==> config.mk <==
export PLATFORM = sky130hd
export DESIGN_NAME = seq_divider_unsigned
export DESIGN_NICKNAME = d
export VERILOG_FILES = /design/src/rtl/seq_divider_unsigned.sv
export SDC_FILE = /design/constraint.sdc
export NUM_CORES = 1
export LEC_CHECK = 0
export ABC_AREA = 1
export CAP_MARGIN = 5
export CORE_UTILIZATION = 41
export DETAILED_ROUTE_END_ITERATION = 8
export GPL_TIMING_DRIVEN = 0
export PLACE_DENSITY = 0.64
export SKIP_LAST_GASP = 1
export SLEW_MARGIN = 40
export SYNTH_ARGS = -nofsm -noshare
export SYNTH_HDL_FRONTEND = slang
export SYNTH_SLANG_ARGS = --single-unit
==> constraint.sdc <==
create_clock -name clk -period 1.8 [get_ports clk]
set_input_delay 0.18 -clock clk [delete_from_list [all_inputs] [get_ports clk]]
set_output_delay 0.18 -clock clk [all_outputs]
set_load 0.02 [all_outputs]
==> src/rtl/seq_divider_unsigned.sv <==
// Multi-cycle unsigned restoring divider, one quotient bit per clock with one WIDTH+1-bit subtractor.
// Latency WIDTH cycles (1 for zero divisor); results hold in DONE until res_ready, start_ready only in IDLE.
module seq_divider_unsigned #(
  parameter int WIDTH = 8
) (
  input  logic             clk,
  input  logic             rst,
  input  logic             start_valid,
  output logic             start_ready,
  input  logic [WIDTH-1:0] dividend,
  input  logic [WIDTH-1:0] divisor,
  output logic             res_valid,
  input  logic             res_ready,
  output logic [WIDTH-1:0] quotient,
  output logic [WIDTH-1:0] remainder,
  output logic             div_by_zero
);

  localparam int CW = $clog2(WIDTH + 1);

  typedef enum logic [1:0] {
    IDLE = 2'd0,
    CALC = 2'd1,
    DONE = 2'd2
  } state_t;

  state_t state;
  state_t state_nxt;

  logic [WIDTH-1:0] q_sh;
  logic [WIDTH-1:0] d_reg;
  logic [WIDTH:0]   r_sh;
  logic [CW-1:0]    cnt;

  logic [WIDTH:0]   shifted;
  logic [WIDTH:0]   trial;
  logic             bit_ok;
  logic [WIDTH-1:0] q_nxt;
  logic [WIDTH:0]   r_nxt;
  logic             d_zero;
  logic             last_iter;
  logic             accept;
  logic             unused_r_msb;

  // The partial remainder stays below the divisor, so its top bit never feeds the next shift.
  assign unused_r_msb = r_sh[WIDTH];

  assign shifted   = {r_sh[WIDTH-1:0], q_sh[WIDTH-1]};
  assign trial     = shifted - {1'b0, d_reg};
  assign bit_ok    = ~trial[WIDTH];
  assign q_nxt     = {q_sh[WIDTH-2:0], bit_ok};
  assign r_nxt     = bit_ok ? trial : shifted;
  assign d_zero    = (d_reg == '0);
  assign last_iter = (cnt == CW'(WIDTH - 1));
  assign accept    = (state == IDLE) && start_valid;

  always_ff @(posedge clk or posedge rst) begin
    if (rst) begin
      state <= IDLE;
    end else begin
      state <= state_nxt;
    end
  end

  always_comb begin
    state_nxt = state;
    case (state)
      IDLE: if (start_valid) state_nxt = CALC;
      // A zero divisor spends exactly one cycle in CALC so its result lands one edge after accept.
      CALC: if (d_zero || last_iter) state_nxt = DONE;
      DONE: if (res_ready) state_nxt = IDLE;
      default: state_nxt = IDLE;
    endcase
  end

  always_comb begin
    start_ready = (state == IDLE);
    res_valid   = (state == DONE);
  end

  always_ff @(posedge clk or posedge rst) begin
    if (rst) begin
      q_sh  <= '0;
      d_reg <= '0;
      r_sh  <= '0;
      cnt   <= '0;
    end else if (accept) begin
      q_sh  <= dividend;
      d_reg <= divisor;
      r_sh  <= '0;
      cnt   <= '0;
    end else if ((state == CALC) && !d_zero) begin
      q_sh  <= q_nxt;
      r_sh  <= r_nxt;
      cnt   <= cnt + CW'(1);
    end
  end

  // Result registers load only on the edge entering DONE and otherwise keep the last result.
  always_ff @(posedge clk or posedge rst) begin
    if (rst) begin
      quotient    <= '0;
      remainder   <= '0;
      div_by_zero <= 1'b0;
    end else if (state == CALC) begin
      if (d_zero) begin
        quotient    <= '1;
        remainder   <= q_sh;
        div_by_zero <= 1'b1;
      end else if (last_iter) begin
        quotient    <= q_nxt;
        remainder   <= r_nxt[WIDTH-1:0];
        div_by_zero <= 1'b0;
      end
    end
  end

endmodule

=== After elaboration in Yosys (flattened, before gate mapping) ===
Cells that the tools add are included.

* $add $sub $neg: 2
* Eq/ne operators: 6
* Muxes and demuxes: 17
* Bitwise operators: 1
* Reduce and logical (&&, ||, !) cells: 10

{| class="wikitable"
|+ Operators with widths
! kind !! count
|-
| $mux 8 || 9
|-
| $sub 9x8->9 || 1
|-
| $logic_not 8->1 || 1
|-
| $mux 4 || 2
|-
| $mux 2 || 3
|-
| $pmux 2 s3 || 1
|-
| $add 4x1->4 const B || 1
|-
| $eq 4x3->1 const B || 1
|-
| $ne 2x2->1 const B || 2
|-
| $reduce_bool 2->1 || 2
|-
| $reduce_and 3->1 || 1
|-
| $eq 2x1->1 const B || 1
|-
| $eq 2x2->1 const B || 1
|-
| $logic_and 1x1->1 || 2
|-
| $logic_not 2->1 || 1
|-
| $mux 1 || 2
|-
| $ne 2x1->1 const B || 1
|-
| $reduce_and 2->1 || 1
|-
| $logic_not 1->1 || 1
|-
| $logic_or 1x1->1 || 1
|-
| $not 1->1 || 1
|}

* Bits in registers: 47
* Bits of input ports: 20
* Output and inout bits: 19
* Word-level logic and storage cells: 44

=== Logic depth before layout (Yosys ltp) ===
* Depth after elaboration: 5
* Gate-level depth with buffers: 14
* Depth with buffers taken out: 14

=== Worst setup path after synthesis ===
Ideal clock, no wire load.

* Path kind: register to register
* Start: register q_sh[7]
* End: register remainder[1]
* Library setup time: 0.116 ns
* Arrival: 1.764 ns
* Required time: 1.684 ns
* Slack: -0.081 ns
* Stages on the path, launching flop included: 15
* Buffers on the path: 0
* Period minus slack after synthesis: 1.881 ns
* Cell sequence: dfrtp_1 -> inv_1 -> ha_1 -> inv_1 -> fa_1 -> nand2_1 -> nand2_1 -> nand3_4 -> nand2_2 -> nand2_4 -> nand2_4 -> nand2_1 -> nand3_1 -> nand2_1 -> nand2_1

* Cells in the longest elaborated chain, start to end: 4

{| class="wikitable"
|+ RTL lines
! what !! line !! RTL
|-
| start: declaration || 30 || <nowiki>logic [WIDTH-1:0] q_sh;</nowiki>
|-
| start signal: assignment || 88 || <nowiki>q_sh <= dividend;</nowiki>
|-
| start signal: assignment || 93 || <nowiki>q_sh <= q_nxt;</nowiki>
|-
| $sub 9x8->9 || 49 || <nowiki>assign trial = shifted - {1'b0, d_reg};</nowiki>
|-
| $mux 8 || 52 || <nowiki>assign r_nxt = bit_ok ? trial : shifted;</nowiki>
|-
| $mux 8 || 110 || <nowiki>end else if (last_iter) begin</nowiki>
|-
| $mux 8 || 106 || <nowiki>if (d_zero) begin</nowiki>
|-
| end signal: assignment || 108 || <nowiki>remainder <= q_sh;</nowiki>
|-
| end signal: assignment || 112 || <nowiki>remainder <= r_nxt[WIDTH-1:0];</nowiki>
|-
| end: declaration || 15 || <nowiki>output logic [WIDTH-1:0] remainder,</nowiki>
|}

No other way between the ends. The select of a mux whose other input is x is not followed.
A chain may end at the register's enable or synchronous reset.

=== Worst setup path in the final report ===
* Start: register q_sh[7]
* End: register remainder[0]

* Cells in the longest elaborated chain, start to end: 4

{| class="wikitable"
|+ RTL lines
! what !! line
|-
| $sub 9x8->9 || 49
|-
| $mux 8 * || 52
|-
| $mux 8 * || 110
|-
| $mux 8 * || 106
|}

Every way passes the cells marked *; elsewhere a longest branch is shown, timed or not. The select of a mux whose other input is x is not followed.

==> out/metrics.csv <==
metric,value,unit
status,finished with violations,
failed_checks,setup timing,
finalHoldViolCount,0,
syn-instance-count,332,
drt-initial-drc-count,166,
cts.sinks,47,
root_buffer,clkbuf_8,
grt_pass1_wl,10800,um
drive_gt1_frac,0.182,
syn_nets,362,
fillers,554,
vias_per_cell,5.06,
async_flop_share,1.00,
skew,0.00344,ns
ys_types,36,
path_clk_slew,0.09,ns
grt_pass1_vias,2251,
layout_setup_ws,-0.121,ns
die-area,6760,um^2
grt_max_degree,37,
cts_buffers,5,
ioPinCount,39,
gp_congestion,0.805,
drv_cap,0,
ys_ff_latch,47,
dp_hpwl,4710,um
synth_commonest_cells,"126 x nand2_1, 47 x dfrtp_1, 30 x inv_1, 30 x nand3_1, 12 x o21ai_0",
dieHeight,82.2,um
r2r_cells,14,
portBuffers,38,
max_slew_margin,0.711,
ant_nets,0,
core_area,6060,um^2
final_cell_area,3450,um^2
yosysTopAreaCellShare,0.445,
fmax,521,MHz
nNetsFinal,414,
placementRows,28,
worstSetupStartpointType,register,
drt-total-wl,6470,um
required,2.00,ns
die_w,82.2,um
dpl-instance-area,3170,um^2
synth.area.top_cells,"dfrtp_1 45%, nand2_1 18%, nand3_1 5.7%",
insertion_delay,0.30,ns
fin_crit_sh,1.07,
vias,2329,
worst_setup_path_end_kind,register,
cp.arrival,2.13,ns
synth_edf_count,0,
yosysWarningCount,0,
clockBufferDepth,2,
yosysSeqAreaShare,0.445,
regArea,1180,um^2
initial_core_util,0.436,
n_antenna_cell,0,
worst_pin_slew,0.433,ns
cts_tree,done,
wl_per_cell,14.1,um
critPathMaxFanout,3,
multi_input_area,1450,um^2
syn_area,2640,um^2
hold_path_class,primary input to async pin,
antenna_found_initial,0,
rsz0062_at_grt,yes,
h-tree-depth,2,
yosysMostFrequentCell,nand2_1,
gr-total-overflow,0,
slew_viol_final,0,
hold_buffers,0,
synthFlopType,dfrtp_1,
crit_type,register to register,
drt-pass1-iter-count,4,
setup_viol,18,
track_usage,0.215,
syn2layout_area_growth,30.8,%
synth.largest_area_cell,dfrtp_1,
route.detailed.drc,0,
post-route-min-period,1.92,ns
avgSynthCellArea,7.95,um^2
## kinds of logic after synthesis
logic type                 after synthesis  synth area share
and+or+nand+nor                        189             0.327
AOI/OAI and AO/OA                       39            0.0957
xor gates and xnor gates                 4            0.0133
DFF                                     47             0.445
buffers and inverters                   43            0.0682
adders and majority gates               10            0.0502
## worst paths after layout
| path | start | end | slack (ns) |
|---|---|---|---|
| max | q_sh[7] | remainder[0] | -0.12 |
| max in group asynchronous | rst | q_sh[0] | 1.25 |
| min in group clk | divisor[0] | d_reg[0] | 0.42 |
| min | rst | cnt[2] | 0.12 |
| min reg2reg | remainder[1] | remainder[1] | 0.48 |
| max reg2reg | q_sh[7] | remainder[0] | -0.12 |
## critical path: stages (launching register included)
cell	delay (ns)
dfrtp_1	0.40
inv_2	0.09
ha_4	0.13
inv_4	0.04
fa_2	0.35
nand2_2	0.07
nand2_2	0.06
nand3_4	0.10
nand2_4	0.09
nand2_4	0.12
nand2_4	0.07
nand2_1	0.09
nand3_1	0.09
nand2_1	0.08
nand2_1	0.05
## metal layers
layer  vias to the layer above  part of all wire  track usage
li1                       1173                 -            -
met1                      1095              0.47        0.291
met2                        54              0.48        0.350
met3                         7             0.035       0.0319
met4                         0             0.013       0.0737
met5                         -                 0            0
## final cells by class
class	count	share of cell area
flip-flops and latches	47	0.341
well taps	75	0.0272
plain buffers	8	0.0141
clock buffers	7	0.0250
multi-input cells	242	0.421
repair buffers	45	0.130
inverters	35	0.0395
clock inverters	1	0.00254
## repair_timing
action / in CTS / in global routing
cloned: 0 / 0
setup buffers: 3 / 3
resized for setup: 8 / 17
endpoints found under the setup margin: 18 / 18
pin swaps: 6 / 6
## layout by cell type (no fill, tap or decap), drive strengths merged, types with 9 or more instances in the layout
cell type and n:
clkdlybuf4s50 38, o21ai 14, a21oi 9, ha 9, nor2 16, inv 35
nand3 32, clkbuf 9, nand2 135, dfrtp 47, buf 13
## metrics by stage
step	setup slack, ns	utilization	TNS [ns]	instances	hold WS (ns)
2_1_floorplan	-0.00516	-	-0.0249	332	0.266
3_3_place_gp	-0.496	0.520	-25.29	445	0.469
3_5_place_dp	-0.182	0.523	-2.37	446	0.455
4_1_cts	-0.0831	0.551	-0.814	457	0.121
5_1_grt	-0.213	0.570	-2.99	460	0.139
6_report	-0.121	0.570	-1.29	460	0.119
Power is not shown: default switching activity piles up to over one toggle a cycle in this logic, so the estimate is an artifact.
